$ cat src/rtl/pc_seq_unit.sv
// pc_seq_unit: fetch-stage program counter.
// Holds the PC, produces the sequential PC (pc_out + INC), and picks the next PC
// from sequential, PC-relative branch and absolute jump sources. A redirect seen
// while the pipeline is stalled is buffered and applied when the stall drops.
// Optional build macro: PC_ALIGN_CHECK_EN (misaligned targets trap to TRAP_VECTOR
// and pulse align_fault for one cycle).
module pc_seq_unit #(
    parameter int              WIDTH        = 32,
    parameter int              INC          = 4,
    parameter int              IMM_W        = 16,
    parameter logic [WIDTH-1:0] RESET_VECTOR = '0,
    parameter logic [WIDTH-1:0] TRAP_VECTOR  = WIDTH'(32'h0000_0080)
) (
    input  logic             clk,
    input  logic             rst_n,
    input  logic             stall,
    input  logic             branch_taken,
    input  logic [IMM_W-1:0] branch_imm,
    input  logic             jump,
    input  logic [WIDTH-1:0] jump_target,
    output logic [WIDTH-1:0] pc_out,
    output logic [WIDTH-1:0] adder1_out,
    output logic             pc_valid,
    output logic             redirect_pending,
    output logic             align_fault
);

    localparam logic [WIDTH-1:0] INC_W = WIDTH'(INC);

    typedef enum logic {
        ST_RUN  = 1'b0,
        ST_PEND = 1'b1
    } state_t;

    state_t             state_q, state_d;
    logic [WIDTH-1:0]   pc_q, pc_d;
    logic [WIDTH-1:0]   pend_target_q, pend_target_d;
    logic               pend_valid_q, pend_valid_d;
    logic               started_q;

    logic [WIDTH-1:0]   imm_ext;
    logic [WIDTH-1:0]   branch_tgt;
    logic               redirect;
    logic [WIDTH-1:0]   redir_tgt;
    logic               apply;
    logic [WIDTH-1:0]   apply_tgt;

`ifdef PC_ALIGN_CHECK_EN
    logic               align_fault_q, align_fault_d;
`endif

    // Sequential PC and branch target arithmetic (both wrap modulo 2^WIDTH)
    always_comb begin
        adder1_out = pc_q + INC_W;
        imm_ext    = {{(WIDTH-IMM_W){branch_imm[IMM_W-1]}}, branch_imm};
        branch_tgt = adder1_out + (imm_ext << 2);
        redirect   = jump | branch_taken;
        redir_tgt  = jump ? jump_target : branch_tgt;
    end

    // Next-state logic: PC selection, stall buffering and optional alignment trap
    always_comb begin
        state_d       = state_q;
        pc_d          = pc_q;
        pend_target_d = pend_target_q;
        pend_valid_d  = pend_valid_q;
        apply         = 1'b0;
        apply_tgt     = pc_q;
`ifdef PC_ALIGN_CHECK_EN
        align_fault_d = 1'b0;
`endif

        case (state_q)
            ST_RUN: begin
                if (!stall) begin
                    if (redirect) begin
                        apply     = 1'b1;
                        apply_tgt = redir_tgt;
                    end else begin
                        pc_d = adder1_out;
                    end
                end else if (redirect) begin
                    pend_target_d = redir_tgt;
                    pend_valid_d  = 1'b1;
                    state_d       = ST_PEND;
                end
            end
            ST_PEND: begin
                if (stall) begin
                    // newest redirect overwrites the buffered one
                    if (redirect) begin
                        pend_target_d = redir_tgt;
                    end
                end else begin
                    // a live redirect on the release cycle beats the buffer
                    apply        = 1'b1;
                    apply_tgt    = redirect ? redir_tgt : pend_target_q;
                    pend_valid_d = 1'b0;
                    state_d      = ST_RUN;
                end
            end
            default: begin
                state_d      = ST_RUN;
                pend_valid_d = 1'b0;
            end
        endcase

        // Targets are only checked when applied, so a buffered misaligned
        // redirect traps on the release cycle rather than at capture.
        if (apply) begin
`ifdef PC_ALIGN_CHECK_EN
            if ((apply_tgt % INC_W) != '0) begin
                pc_d          = TRAP_VECTOR;
                align_fault_d = 1'b1;
                pend_valid_d  = 1'b0;
                pend_target_d = '0;
                state_d       = ST_RUN;
            end else begin
                pc_d = apply_tgt;
            end
`else
            pc_d = apply_tgt;
`endif
        end
    end

    // State registers with asynchronous active-low reset
    always_ff @(posedge clk or negedge rst_n) begin
        if (!rst_n) begin
            state_q       <= ST_RUN;
            pc_q          <= RESET_VECTOR;
            pend_target_q <= '0;
            pend_valid_q  <= 1'b0;
            started_q     <= 1'b0;
        end else begin
            state_q       <= state_d;
            pc_q          <= pc_d;
            pend_target_q <= pend_target_d;
            pend_valid_q  <= pend_valid_d;
            started_q     <= 1'b1;
        end
    end

`ifdef PC_ALIGN_CHECK_EN
    // One-cycle alignment fault pulse
    always_ff @(posedge clk or negedge rst_n) begin
        if (!rst_n) begin
            align_fault_q <= 1'b0;
        end else begin
            align_fault_q <= align_fault_d;
        end
    end

    assign align_fault = align_fault_q;
`else
    assign align_fault = 1'b0;
`endif

    assign pc_out           = pc_q;
    assign pc_valid         = started_q & ~stall;
    assign redirect_pending = pend_valid_q;

endmodule

$ cat config.mk
export PLATFORM = sky130hd
export DESIGN_NAME = pc_seq_unit
export DESIGN_NICKNAME = d
export VERILOG_FILES = /design/src/rtl/pc_seq_unit.sv
export SDC_FILE = /design/constraint.sdc
export NUM_CORES = 1
export LEC_CHECK = 0
export CAP_MARGIN = 0
export CORE_ASPECT_RATIO = 0.75
export CORE_MARGIN = 3
export CORE_UTILIZATION = 40
export DETAILED_ROUTE_END_ITERATION = 8
export PLACE_DENSITY = 0.73
export REMOVE_ABC_BUFFERS = 1
export SLEW_MARGIN = 30
export SYNTH_ARGS = -nofsm -noshare
export SYNTH_HDL_FRONTEND = slang
export SYNTH_SLANG_ARGS = --single-unit
export TNS_END_PERCENT = 5
$ cat constraint.sdc
create_clock -name clk -period 4.1 [get_ports clk]
set_input_delay 1.025 -clock clk [delete_from_list [all_inputs] [get_ports clk]]
set_output_delay 1.025 -clock clk [all_outputs]
set_load 0.05 [all_outputs]
==> impl_metrics.tcl <==
set metrics [dict create \
    status "complete, no violations" \
    synth_area_per_cell_um2 8.11 \
    hold_violations 0 \
    io_pins 120 \
    crit_top_cell "buf_4" \
    drtAntennaViolNets 0 \
    grt_usage_pct 24.1 \
    start_kind "register" \
    drt-vias-per-instance 5.74 \
    timing.setup.tns_ns 0 \
    die_w_um 145 \
    crit_start "pc_out[3]$_DFFE_PN0P_" \
    drtIter0Drc 653 \
    crit_type "register to output port" \
    cts_setup_buffers 0 \
    slew_headroom_pct 47.9 \
    clock-sinks 67 \
    worst-path-stages 11 \
    fp.dieH_um 110 \
    dpl.hpwl_um 14100 \
    hold_buffers 0 \
    num_rows 37 \
    rsz0062_at_grt "true" \
    path_delay_family "simple AND/OR/NAND/NOR gates" \
    netlist_instances 714 \
    grt_pass1_vias 5513 \
    peakVddDrop_v 0.000301 \
    cts_tree "built" \
    critical_path_arrival_ns 2.91 \
    crit_path_end_kind "output port" \
    holdCritStartpoint "pend_target_q[12]$_DFFE_PN0P_" \
    hold_class "register to register" \
    core_um2 13900 \
    syn2layout_area_growth_pct 35.2 \
    worstPathCellList "ha_1 > nand4_1 > nor3_2 > buf_4 > nand3_1 > buf_4 > nor2b_4 > nand3_4 > nor2_4 > xor2_4 > buf_12" \
    root_buffer "clkbuf_16" \
    antenna_cells 0 \
    path_clk_slew_ns 0.07 \
    crit_slowest_cell "dfrtp_2" \
    grt-ovfl-total 0 \
    start_util_pct 41.6 \
    h-tree-depth 3 \
    route.vias.total 6006 \
    drt-wirelength-per-cell_um 18.6 \
    finClkSkew_ns 0.0103 \
    ys_types 68 \
    firstDrtPassIters 5 \
    drt-total-wl_um 19400 \
    drc 0 \
    r2r-start "pc_out[4]$_DFFE_PN0P_" \
    crit_fanout 6 \
    max_cap_viol_count 0 \
    slew_violations 0 \
    portBuffers 118 \
    synth_warnings 0 \
    cts_buffer_depth 2 \
    critical_path.max_stage_delay_ns 0.40 \
    ys_seq_elements 67 \
    reg2reg_depth 16 \
    power.leakage_nw 3.43 \
    layout_min_cycle_time_ns 3.93 \
    async_flop_share_pct 100 \
    fillers 1300 \
    fmax_ghz 0.254 \
    gp_congestion 0.961 \
    synth_flop_cell "dfrtp_1" \
    period_share_pct 95.9 \
    die_area_um2 16000 \
    path_buf_inv 3 \
    setup_violations 0 \
    hold_path_depth 2 \
    grt_pass1_wl_um 30500 \
    synth_seq_area_share_pct 28.9 \
    grt_max_degree 74 \
    drive_gt1_share_pct 13.4 \
    synth-edff-count 0 \
    power.density_nw_per_um2 576 \
    clk_latency_ns 0.34 \
    cts_buffers 9 \
    hold_ws_ns 0.471 \
    required_ns 3.07 \
    fin_nets 937 \
    antenna_found_initial 0 \
    tightest_slew_ns 0.782 \
    synth_area_um2 5790 \
]
==> power by group <==
group	internal, mW	switching (mW)
logic	0.975	1.55
registers	0.823	0.173
clock network	0.662	0.329
==> per-stage QoR <==
stage / power (mW) / worst slack, ns / area (um^2) / util [%] / cells
floorplan: 2.62 / -0.499 / 5630 / - / 674
global placement: 3.45 / 0.0544 / 7390 / 53.0 / 1031
detailed placement: 3.47 / 0.0139 / 7390 / 53.0 / 1031
CTS: 4.49 / 0.0235 / 7770 / 55.8 / 1047
global route: 4.77 / -0.0349 / 7840 / 56.2 / 1047
finish: 4.51 / 0.169 / 7840 / 56.2 / 1047
==> state kept, by name, indices dropped and copies added, names as in the netlist <==
signal and flops:
state_q 1, started_q 1, pend_target_q 32, redirect_pending 1
pc_out 32
==> worst register-to-register path: cells and delay by family (launching register included) <==
family	cells	cell delay, ns
flip-flops	1	0.47
AND/OR/NAND/NOR	4	0.85
AO/OA/AOI/OAI	8	1.66
adder cells (fa/ha/maj)	1	0.23
XOR/XNOR	1	0.17
buffers and inverters	2	0.35
==> metal layers <==
metal	up-vias	share of wire (%)	wire length (um)	global-route usage [%]
met5	-	0	0	0
met4	0	0.49	96	4.00
met3	10	8.8	1720	5.39
met2	271	41	8040	35.2
met1	2864	49	9570	36.7
li1	2861	-	-	-
==> timing repair <==
action                                  4_1_cts  5_1_grt
resized for setup                             3       10
cloned                                        0        0
endpoints found under the setup margin        1       10
==> logic make-up after synthesis <==
family	Yosys count	synth area share, %
XOR/XNOR	53	8.14
adder cells (fa/ha/maj)	37	8.12
AO/OA/AOI/OAI	232	25.3
flip-flops	67	28.9
buffers and inverters	57	3.91
AND/OR/NAND/NOR	234	19.7
other	2	0.130
multiplexers	32	5.72
==> synthesized netlist by cell type, types with 8 or more instances <==
library cell  number  share of area [%]
o211ai_1          10                1.3
xnor2_1           28                4.2
nor2_1            60                3.9
mux2i_1           23                4.0
clkbuf_1          32                2.1
and3_1            13                1.4
inv_1             16                1.0
a31oi_1           11                1.2
o22ai_1            8               0.86
mux2_2             9                1.7
o21ai_0           63                5.4
ha_1              36                7.8
a21o_1            16                2.1
dfrtp_1           67                 29
nand2_1           76                4.9
nand3_1           17                1.5
nor3_1            12                1.0
nor2b_1            9               0.97
xor2_1            24                3.6
a21oi_1           61                5.3
nand2b_1          16                1.7
==> path summary, 6_finish.rpt <==
kind	to	slack, ns
min	pend_target_q[12]$_DFFE_PN0P_	0.47
max in group asynchronous	pc_out[3]$_DFFE_PN0P_	2.81
min reg2reg	pend_target_q[12]$_DFFE_PN0P_	0.47
min in group asynchronous	redirect_pending$_DFFE_PN0P_	0.79
max	adder1_out[30]	0.17
max reg2reg	pend_target_q[24]$_DFFE_PN0P_	0.27
==> cells in the final DEF (no fill, tap or decap), types with 7 or more instances in the layout <==
master | Yosys | layout
a21o_1 | 16 | 16
a21oi_1 | 61 | 61
a31oi_1 | 11 | 11
and3_1 | 13 | 13
buf_4 | 3 | 54
clkbuf_16 | 0 | 9
clkdlybuf4s50_1 | 0 | 99
dfrtp_1 | 67 | 66
ha_1 | 36 | 36
inv_1 | 16 | 16
mux2_2 | 9 | 9
mux2i_1 | 23 | 23
nand2_1 | 76 | 75
nand2b_1 | 16 | 16
nand3_1 | 17 | 17
nor2_1 | 60 | 59
nor2b_1 | 9 | 9
nor3_1 | 12 | 12
o211ai_1 | 10 | 10
o21ai_0 | 63 | 63
o221ai_1 | 7 | 7
o22ai_1 | 8 | 8
xnor2_1 | 28 | 25
xor2_1 | 24 | 22
==> area by class of cell <==
| cell class | count | area [um^2] | area share (%) |
|---|---|---|---|
| Clock buffer | 9 | 225 | 2.87 |
| Tap cell | 195 | 244 | 3.11 |
| Clock inverter | 7 | 146 | 1.87 |
| Timing Repair Buffer | 162 | 1520 | 19.3 |
| Inverter | 17 | 63.8 | 0.814 |
| Multi-Input combinational cell | 590 | 3960 | 50.6 |
| Sequential cell | 67 | 1680 | 21.4 |
Note: power is estimated with default switching activity, not from simulation.
